$ cat src/rtl/mips_isa_pkg.sv
// Shared MIPS ISA definitions: op-select enum, opcode/funct constants and
// field-packing helpers used by both the encoder and decoder sides.
package mips_isa_pkg;

    typedef enum logic [4:0] {
        SEL_ADD   = 5'd0,
        SEL_ADDU  = 5'd1,
        SEL_SUB   = 5'd2,
        SEL_SUBU  = 5'd3,
        SEL_AND   = 5'd4,
        SEL_OR    = 5'd5,
        SEL_NOR   = 5'd6,
        SEL_SLT   = 5'd7,
        SEL_SLTU  = 5'd8,
        SEL_SLL   = 5'd9,
        SEL_SRL   = 5'd10,
        SEL_LW    = 5'd11,
        SEL_SW    = 5'd12,
        SEL_BEQ   = 5'd13,
        SEL_J     = 5'd14,
        SEL_ADDI  = 5'd15,
        SEL_ADDIU = 5'd16,
        SEL_ANDI  = 5'd17,
        SEL_ORI   = 5'd18,
        SEL_SLTI  = 5'd19,
        SEL_SLTIU = 5'd20
    } op_sel_e;

    localparam logic [5:0] OP_RTYPE = 6'b000000;
    localparam logic [5:0] OP_J     = 6'b000010;
    localparam logic [5:0] OP_BEQ   = 6'b000100;
    localparam logic [5:0] OP_ADDI  = 6'b001000;
    localparam logic [5:0] OP_ADDIU = 6'b001001;
    localparam logic [5:0] OP_SLTI  = 6'b001010;
    localparam logic [5:0] OP_SLTIU = 6'b001011;
    localparam logic [5:0] OP_ANDI  = 6'b001100;
    localparam logic [5:0] OP_ORI   = 6'b001101;
    localparam logic [5:0] OP_LW    = 6'b100011;
    localparam logic [5:0] OP_SW    = 6'b101011;

    localparam logic [5:0] FN_SLL  = 6'b000000;
    localparam logic [5:0] FN_SRL  = 6'b000010;
    localparam logic [5:0] FN_ADD  = 6'b100000;
    localparam logic [5:0] FN_ADDU = 6'b100001;
    localparam logic [5:0] FN_SUB  = 6'b100010;
    localparam logic [5:0] FN_SUBU = 6'b100011;
    localparam logic [5:0] FN_AND  = 6'b100100;
    localparam logic [5:0] FN_OR   = 6'b100101;
    localparam logic [5:0] FN_NOR  = 6'b100111;
    localparam logic [5:0] FN_SLT  = 6'b101010;
    localparam logic [5:0] FN_SLTU = 6'b101011;

    function automatic logic [31:0] r_word(input logic [4:0] rs, input logic [4:0] rt,
                                           input logic [4:0] rd, input logic [4:0] shamt,
                                           input logic [5:0] funct);
        return {OP_RTYPE, rs, rt, rd, shamt, funct};
    endfunction

    function automatic logic [31:0] i_word(input logic [5:0] opcode, input logic [4:0] rs,
                                           input logic [4:0] rt, input logic [15:0] imm);
        return {opcode, rs, rt, imm};
    endfunction

endpackage

$ cat src/rtl/mips_word_pack.sv
// Combinational packer: turns an op select plus operand fields into a
// 32-bit MIPS instruction word, flagging op selects outside the ISA subset.
module mips_word_pack
    import mips_isa_pkg::*;
(
    input  logic [4:0]  op_sel,
    input  logic [4:0]  rs,
    input  logic [4:0]  rt,
    input  logic [4:0]  rd,
    input  logic [4:0]  shamt,
    input  logic [15:0] imm,
    input  logic [25:0] target,
    output logic [31:0] word,
    output logic        illegal
);

    // Select the encoding format and opcode/funct for the requested op.
    always_comb begin
        word    = '0;
        illegal = 1'b0;
        case (op_sel)
            SEL_ADD:   word = r_word(rs, rt, rd, 5'd0, FN_ADD);
            SEL_ADDU:  word = r_word(rs, rt, rd, 5'd0, FN_ADDU);
            SEL_SUB:   word = r_word(rs, rt, rd, 5'd0, FN_SUB);
            SEL_SUBU:  word = r_word(rs, rt, rd, 5'd0, FN_SUBU);
            SEL_AND:   word = r_word(rs, rt, rd, 5'd0, FN_AND);
            SEL_OR:    word = r_word(rs, rt, rd, 5'd0, FN_OR);
            SEL_NOR:   word = r_word(rs, rt, rd, 5'd0, FN_NOR);
            SEL_SLT:   word = r_word(rs, rt, rd, 5'd0, FN_SLT);
            SEL_SLTU:  word = r_word(rs, rt, rd, 5'd0, FN_SLTU);
            SEL_SLL:   word = r_word(5'd0, rt, rd, shamt, FN_SLL);
            SEL_SRL:   word = r_word(5'd0, rt, rd, shamt, FN_SRL);
            SEL_LW:    word = i_word(OP_LW, rs, rt, imm);
            SEL_SW:    word = i_word(OP_SW, rs, rt, imm);
            SEL_BEQ:   word = i_word(OP_BEQ, rs, rt, imm);
            SEL_J:     word = {OP_J, target};
            SEL_ADDI:  word = i_word(OP_ADDI, rs, rt, imm);
            SEL_ADDIU: word = i_word(OP_ADDIU, rs, rt, imm);
            SEL_ANDI:  word = i_word(OP_ANDI, rs, rt, imm);
            SEL_ORI:   word = i_word(OP_ORI, rs, rt, imm);
            SEL_SLTI:  word = i_word(OP_SLTI, rs, rt, imm);
            SEL_SLTIU: word = i_word(OP_SLTIU, rs, rt, imm);
            default:   illegal = 1'b1;
        endcase
    end

endmodule

$ cat src/rtl/mips_instr_encoder.sv
// Program loader: accepts symbolic instruction requests over valid/ready,
// encodes them and writes them sequentially into instruction memory.
module mips_instr_encoder
    import mips_isa_pkg::*;
#(
    parameter int ADDR_W    = 8,
    parameter int DEPTH     = 256,
    parameter int BASE_ADDR = 0
) (
    input  logic              clk,
    input  logic              rst,
    input  logic              start,
    input  logic              op_valid,
    output logic              op_ready,
    input  logic [4:0]        op_sel,
    input  logic [4:0]        rs,
    input  logic [4:0]        rt,
    input  logic [4:0]        rd,
    input  logic [4:0]        shamt,
    input  logic [15:0]       imm,
    input  logic [25:0]       target,
    input  logic              last,
    output logic              imem_we,
    output logic [ADDR_W-1:0] imem_addr,
    output logic [31:0]       imem_wdata,
    output logic [ADDR_W:0]   count,
    output logic              busy,
    output logic              done,
    output logic              err_illegal,
    output logic              err_full
);

    typedef enum logic [1:0] {
        S_IDLE,
        S_LOAD,
        S_WRITE,
        S_DONE
    } state_e;

    localparam logic [ADDR_W-1:0] BASE_PTR = ADDR_W'(BASE_ADDR);
    localparam logic [ADDR_W:0]   DEPTH_C  = (ADDR_W + 1)'(DEPTH);

    state_e            state;
    logic [ADDR_W-1:0] ptr;
    logic              last_q;
    logic              full_arm;
    logic [31:0]       pack_word;
    logic              pack_illegal;
    logic [ADDR_W:0]   count_inc;

    mips_word_pack u_pack (
        .op_sel  (op_sel),
        .rs      (rs),
        .rt      (rt),
        .rd      (rd),
        .shamt   (shamt),
        .imm     (imm),
        .target  (target),
        .word    (pack_word),
        .illegal (pack_illegal)
    );

    // Count after the write currently in flight completes.
    always_comb begin
        count_inc = count + 1'b1;
    end

    // Session FSM with registered handshake, status and write-port outputs.
    // full_arm marks the single DONE-entry cycle after the memory filled up
    // without a last flag; a legal request seen then raises err_full.
    always_ff @(posedge clk) begin
        if (rst) begin
            state       <= S_IDLE;
            ptr         <= BASE_PTR;
            count       <= '0;
            last_q      <= 1'b0;
            full_arm    <= 1'b0;
            op_ready    <= 1'b0;
            busy        <= 1'b0;
            done        <= 1'b0;
            imem_we     <= 1'b0;
            imem_addr   <= '0;
            imem_wdata  <= '0;
            err_illegal <= 1'b0;
            err_full    <= 1'b0;
        end else begin
            imem_we  <= 1'b0;
            full_arm <= 1'b0;
            case (state)
                S_IDLE, S_DONE: begin
                    if (start) begin
                        state       <= S_LOAD;
                        ptr         <= BASE_PTR;
                        count       <= '0;
                        err_illegal <= 1'b0;
                        err_full    <= 1'b0;
                        done        <= 1'b0;
                        busy        <= 1'b1;
                        op_ready    <= 1'b1;
                    end else if (state == S_DONE && full_arm && op_valid && !pack_illegal) begin
                        err_full <= 1'b1;
                    end
                end
                S_LOAD: begin
                    if (op_valid) begin
                        last_q <= last;
                        if (pack_illegal) begin
                            err_illegal <= 1'b1;
                            if (last) begin
                                state    <= S_DONE;
                                op_ready <= 1'b0;
                                busy     <= 1'b0;
                                done     <= 1'b1;
                            end
                        end else if (count == DEPTH_C) begin
                            err_full <= 1'b1;
                            state    <= S_DONE;
                            op_ready <= 1'b0;
                            busy     <= 1'b0;
                            done     <= 1'b1;
                        end else begin
                            state      <= S_WRITE;
                            op_ready   <= 1'b0;
                            imem_we    <= 1'b1;
                            imem_addr  <= ptr;
                            imem_wdata <= pack_word;
                        end
                    end
                end
                S_WRITE: begin
                    ptr   <= ptr + 1'b1;
                    count <= count_inc;
                    if (last_q || count_inc == DEPTH_C) begin
                        state    <= S_DONE;
                        busy     <= 1'b0;
                        done     <= 1'b1;
                        full_arm <= !last_q;
                    end else begin
                        state    <= S_LOAD;
                        op_ready <= 1'b1;
                    end
                end
                default: state <= S_IDLE;
            endcase
        end
    end

endmodule
$ cat config.mk
export PLATFORM = sky130hd
export DESIGN_NAME = mips_instr_encoder
export DESIGN_NICKNAME = d
export VERILOG_FILES = /design/src/rtl/mips_isa_pkg.sv /design/src/rtl/mips_word_pack.sv /design/src/rtl/mips_instr_encoder.sv
export SDC_FILE = /design/constraint.sdc
export NUM_CORES = 1
export LEC_CHECK = 0
export ABC_AREA = 1
export CAP_MARGIN = 0
export CELL_PAD_IN_SITES_DETAIL_PLACEMENT = 1
export CELL_PAD_IN_SITES_GLOBAL_PLACEMENT = 2
export CORE_ASPECT_RATIO = 2
export CORE_MARGIN = 2
export CORE_UTILIZATION = 26
export CTS_BUF_LIST = sky130_fd_sc_hd__clkbuf_2 sky130_fd_sc_hd__clkbuf_4 sky130_fd_sc_hd__clkbuf_8
export DETAILED_ROUTE_END_ITERATION = 7
export PLACE_DENSITY_LB_ADDON = 0.12
export SLEW_MARGIN = 25
export SYNTH_ARGS = -nofsm -noshare
export SYNTH_HDL_FRONTEND = slang
export SYNTH_SLANG_ARGS = --single-unit
$ cat constraint.sdc
create_clock -name clk -period 4.9 [get_ports clk]
set_input_delay 0.735 -clock clk [delete_from_list [all_inputs] [get_ports clk]]
set_output_delay 0.735 -clock clk [all_outputs]
set_load 0.05 [all_outputs]
Yosys cells after proc, flatten, opt, wreduce, memory -nomap -nowiden
Cells that the tools add are included.
W data, S select, Z words.
{ "word_totals": {"elab_cells": 116, "input_bits": 72, "regBits": 67} }
{ "classes": {"reduce_logical": 21, "bitwise": 6, "eq_ne": 35, "n_addsub": 2, "muxes": 39} }
{ "ops": {"columns": ["operator", "count"], "rows": [
  ["$pmux W32 S21", 1],
  ["$eq A5 B4 Y1 const B", 8],
  ["$eq A5 B5 Y1 const B", 5],
  ["$mux W1", 23],
  ["$reduce_or A21 Y1", 1],
  ["$eq A5 B3 Y1 const B", 4],
  ["$eq A9 B9 Y1 const B", 2],
  ["$pmux W9 S2", 1],
  ["$pmux W8 S2", 1],
  ["$ne A2 B2 Y1 const B", 7],
  ["$reduce_and A4 Y1", 3],
  ["$eq A5 B2 Y1 const B", 2],
  ["$mux W2", 5],
  ["$reduce_and A5 Y1", 2],
  ["$add A9 B1 Y9 const B", 1],
  ["$mux W9", 1],
  ["$ne A3 B3 Y1 const B", 3],
  ["$pmux W1 S3", 3],
  ["$add A8 B1 Y8 const B", 1],
  ["$mux W8", 1],
  ["$not A1 Y1", 6],
  ["$pmux W2 S3", 1],
  ["$eq A5 B1 Y1 const B", 1],
  ["$logic_not A5 Y1", 1],
  ["13 further kinds", 19]
]} }

Logic depth before layout (Yosys ltp)
{ "depth": {"word_depth": 7, "ltp_mapped": 13, "depth_no_buf": 13} }

Modules after synthesis
From an unflattened synthesis, not the netlist that was laid out.
{ "unflattened": {"cells_unflattened": 615, "hier_area_um2": 3997.6} }
{ "modules_own_cells": {"columns": ["module", "cells_each", "seq_area_each_um2", "area_each_um2", "n_inst"], "rows": [
  ["mips_instr_encoder", 384, 1341.3, 2905.3, 1],
  ["mips_word_pack", 231, 0.0, 1092.3, 1]
]} }

Worst setup path after synthesis
Ideal clock, no wire load.
{ "synth_path": {"kind": "in2reg", "startpoint": "in op_sel[4]", "endpoint": "reg imem_wdata[11]", "stages": 11, "slack_ns": 2.843, "setup_ns": 0.132, "t_required_ns": 4.768, "arrival_time_ns": 1.925, "path_cell_list": "buf_2 -> inv_2 -> nand3_1 -> inv_1 -> nor2_2 -> nand4_4 -> buf_6 -> nand2_1 -> nand3_1 -> nand2_1 -> a21oi_1"} }
{ "synth_via": {"elab_chain_len": 3, "elab_cells_between_ends": 24, "classes_between": "eq/ne: 20; mux: 1; reduce/logical: 3"} }
{ "synth_rtl": {"columns": ["item", "line_no", "text"], "rows": [
  ["start: declaration", "mips_instr_encoder.sv:15", "input logic [4:0] op_sel,"],
  ["$eq A5 B1 Y1, or another cell as far along", "mips_word_pack.sv:21", "case (op_sel)"],
  ["$reduce_or A21 Y1 (no source line)", null, null],
  ["$reduce_and A4 Y1 (no source line)", null, null],
  ["end signal: assignment", "mips_instr_encoder.sv:126", "imem_wdata <= pack_word;"],
  ["end: declaration", "mips_instr_encoder.sv:25", "output logic [31:0] imem_wdata,"]
]} }
Parallel ways exist; a longest one is shown, timed or not.
A chain may end at the register's enable or synchronous reset.

Worst setup path after layout
{ "layout_path": {"startpoint": "in op_sel[0]", "endpoint": "reg imem_wdata[4]"} }
The elaborated chain is that of the path after synthesis.

==> results <==
- At the pin with the least slew margin, the transition time is 800.0 ps.
- The cell-internal power is 1.033 mW.
- The endpoint identified for the worst register-to-register timing path is imem_wdata[4].
- Per report_power, the clock group accounts for roughly 23% of the total.
- Overall power consumption after layout is estimated at 1.808 mW.
- The later pin in the worst-skew pair is clocked with a latency of 360 ps.
- In this run switching power makes up 42.86% of total power.
- The worst pin sits at a relative slew slack of 46.47%.
- The hold violation total from the final report is 0.
- The count of buffers inserted at the top-level ports is 125.
- The number of hold buffers added after CTS is 0.
- The startpoint of the worst setup timing path is op_sel[0].
- The maximum operating frequency is 327.0 MHz.
- The worst clock skew is 12.76 ps.
- In the synthesized netlist, the number of instances is 639.
- The cell taking the most area after synthesis is sky130_fd_sc_hd__dfxtp_1.
- After clock tree synthesis, the repair step resized 0 gates.
- The clock tree from TritonCTS is done.
- The synthesized design contains 0 enable-type register cells.
- The clock drives 66 sinks.
- The number of iterations in the first detailed-routing pass is 4.
- The total number of vias is 4,522.
- The startpoint of the lowest-slack register-to-register path is count[0].
- The final net count is 830.
- In this run, flip-flops and latches consume 35.1% of the power.
- Sequential elements use between 30 and 40% of the synthesized area.
- The area of placed instances is between 0.005 and 0.006 mm2.
- STA classifies the critical path startpoint as an input pin.
- The antenna cell count is 0.
- The max-slew violation count was 0.
- The global-route usage over all layers is 17.85%.
- Setup violations remaining at the end of the flow were counted as 0.
- Clock tree synthesis selected as its root buffer the cell sky130_fd_sc_hd__clkbuf_8.
- For the finished layout, the period the worst path requires is slightly above 3000 ps.
- The synthesized area is 0.003973 mm2.
- The total number of H-tree levels is 3.
- The routed design has 14.41 mm of wire.
- The wire length of the first global-routing pass is roughly 23 mm.
- After layout, the worst path uses ~62% of the clock period.
- The vias per cell is between 4 and 5.
- The number of remaining DRC errors is 0.
- The sum of net half-perimeters after detailed placement is 10.72 mm.
- The placement row count is 64.
- For this run, the leading register cell type out of synthesis is sky130_fd_sc_hd__dfxtp_1.
- The signal arrival time at the worst endpoint is 3270 ps.
- The width of the die is 91.41 um.
- Counting flops with an async set or reset pin after synthesis yields a share of 0%.
- The effective utilization at floorplan is 26.25%.
- Synthesis inferred 66 register bits.
- The synthesis-to-layout area growth is 39.46%.
- The reg-to-reg setup timing slack is 2380 ps.
- The most used standard cell by instance count after synthesis is sky130_fd_sc_hd__nand2_1.
- Of all nets on the critical path, the largest fanout is between 40 and 50.
- In the post-synthesis netlist, the biggest area contributors are sky130_fd_sc_hd__dfxtp_1 (33%), sky130_fd_sc_hd__nand2_1 (19%), sky130_fd_sc_hd__a21oi_1 (14%).
- The worst hold path depth is 1.
- The number of DRC markers after the initial detailed-route iteration is approximately 160.
- The final weighted congestion of routability-driven global placement is just under 0.8.
- Max-cap violations in this run came to 0.
- At the worst endpoint, the required time is ~5000 ps.
- Synthesis instantiated 33 different standard cells from the library.
- The run finished with clean final reports.
- Setup repair after global routing left no endpoint under its margin.
- The TritonCTS buffer count is 9.
- After clock tree synthesis, the clock-pin slew on the worst setup and hold paths is 90 ps.
- The final non-filler cell total is 954.
- STA classifies the critical path endpoint as a flop.
- The number of antenna violations at the first check in global routing came to 0.
- The worst setup path category is in2reg.
- After detailed placement, the design holds a cell count of 938.
- The detailed-route wire length per cell is 15.10 um.
- The classification of the worst-slack hold path is reg2reg.
- After filler insertion, the fill cell instance count of the layout stands at 1,918.
- The total die area is 0.01634 mm2.
- The power dissipated by switching net loads is 0.7750 mW.
- The number of cells on the worst reg-to-reg path is 11.
- In the synthesized netlist, the cells that appear most often are sky130_fd_sc_hd__nand2_1 (204), sky130_fd_sc_hd__a21oi_1 (108), sky130_fd_sc_hd__dfxtp_1 (66).
- The standard cell core area is ~0.015 mm2.
- The startpoint identified for the worst hold timing path is last_q.
- In this run the post-CTS setup repair buffer count came out at 0.
- The area occupied by multi-input gates is 0.002347 mm2.
- The number of global-route vias before repair is between 4k and 5k.
- The clock passes through at most 2 buffers.
- The peak ir drop on the vdd network is ~0.12 mV.
- Entering global routing, the biggest net connects 47 pins.
- The count of antenna-violating nets left after detailed routing is 0.
- The combinational cell fraction of total power is 41.6%.
- between 100 and 150 I/O pins were placed.
- For this design the static power due to leakage is between 2 and 2.5 nW.
- The ratio of cells with drive above 1 in the final layout is around 6.5%.
- The Yosys step of the flow raised 0 warnings.
- The design area is 0.005540 mm2.
- The worst hold endpoint is full_arm.
- After synthesis, the mean cell area works out to between 6 and 7 um2.
- The die is between 150 and 200 um tall.
- The final global-route overflow total is 0.
- The ratio of total power to cell area is between 300 and 400 mW/mm2.
- The top-area cell type share of the netlist area is 33.26%.
- After routing, the total negative slack on setup checks comes to 0 ps.
- Across the whole layout, storage elements account for roughly 0.0013 mm2.
- The net count after synthesis is 718.
==> placed cells by master (no fill, tap or decap), drive strengths merged, types with 7 or more instances in the layout <==
master         Yosys  routed
nand2            206     206
clkdlybuf4s50      0     124
clkbuf            13      10
o21ai             26      26
dfxtp             66      66
nand4             10      10
nand3             49      49
nor2              65      65
nor3              15      15
inv               47      47
ha                 7       7
a21oi            109     109
==> cells by family after synthesis <==
kind of cell	count (synthesis)	share of synthesized area [%]
DFF	66	33.26
other	1	0.09440
AOI/OAI and AO/OA	143	18.52
buffers and inverters	75	7.811
and+or+nand+nor	347	38.11
adders and majority gates	7	2.205
==> critical path: stages <==
cell	delay, ps
sky130_fd_sc_hd__clkdlybuf4s50_1	570
sky130_fd_sc_hd__nor2_2	370
sky130_fd_sc_hd__nand2_1	170
sky130_fd_sc_hd__nand3_2	120
sky130_fd_sc_hd__nand2_1	130
sky130_fd_sc_hd__nor2_4	120
sky130_fd_sc_hd__buf_4	400
sky130_fd_sc_hd__inv_2	390
sky130_fd_sc_hd__nand2_1	150
sky130_fd_sc_hd__a21oi_1	80
==> registers in the layout, summed over array words and instances (netlist names) <==
signal / flops
busy: 1
count: 9
done: 1
err_full: 1
err_illegal: 1
full_arm: 1
imem_addr: 8
imem_wdata: 31
imem_we: 1
last_q: 1
op_ready: 1
ptr: 8
state: 2
==> worst max-delay path by stage <==
stage                           endpoint  slack, ps
after global placement      imem_addr[3]       1530
after CTS                  imem_wdata[4]       1820
after detailed placement   imem_wdata[4]       1460
final                      imem_wdata[4]       1840
after floorplan           imem_wdata[11]       2840
after global routing      imem_wdata[15]       1590
==> routing by layer <==
metal	global-route usage, %	routed length [um]
met5	0	0
met4	5.745	243
met3	5.591	999
met2	29.75	6678
met1	21.76	6489
==> power by group through the flow <==
stage                     registers, mW  clock network, mW  logic, mW
after floorplan                   0.790                  0      0.357
after global placement            0.645                  0      0.756
after detailed placement          0.648                  0      0.766
after CTS                         0.636              0.445      0.769
after global routing              0.644              0.469      0.831
final                             0.635              0.420      0.753
==> cell type report <==
class,instances,share of cell area [%]
clock buffers,10,2.371
well taps,198,4.472
flip-flops and latches,66,23.85
repair buffers,128,22.90
inverters,48,3.252
clock inverters,6,0.7904
multi-input cells,498,42.37
==> stage by stage <==
step           util, %  hold slack (ps)  setup WS (ps)
3_5_place_dp     35.45            426.9           1458
3_3_place_gp     35.45            413.0           1532
2_1_floorplan        -            401.3           2843
4_1_cts          36.61            448.6           1819
5_1_grt          36.61            465.5           1592
6_report         36.61            444.8           1842
(Power assumes the default switching activity.)
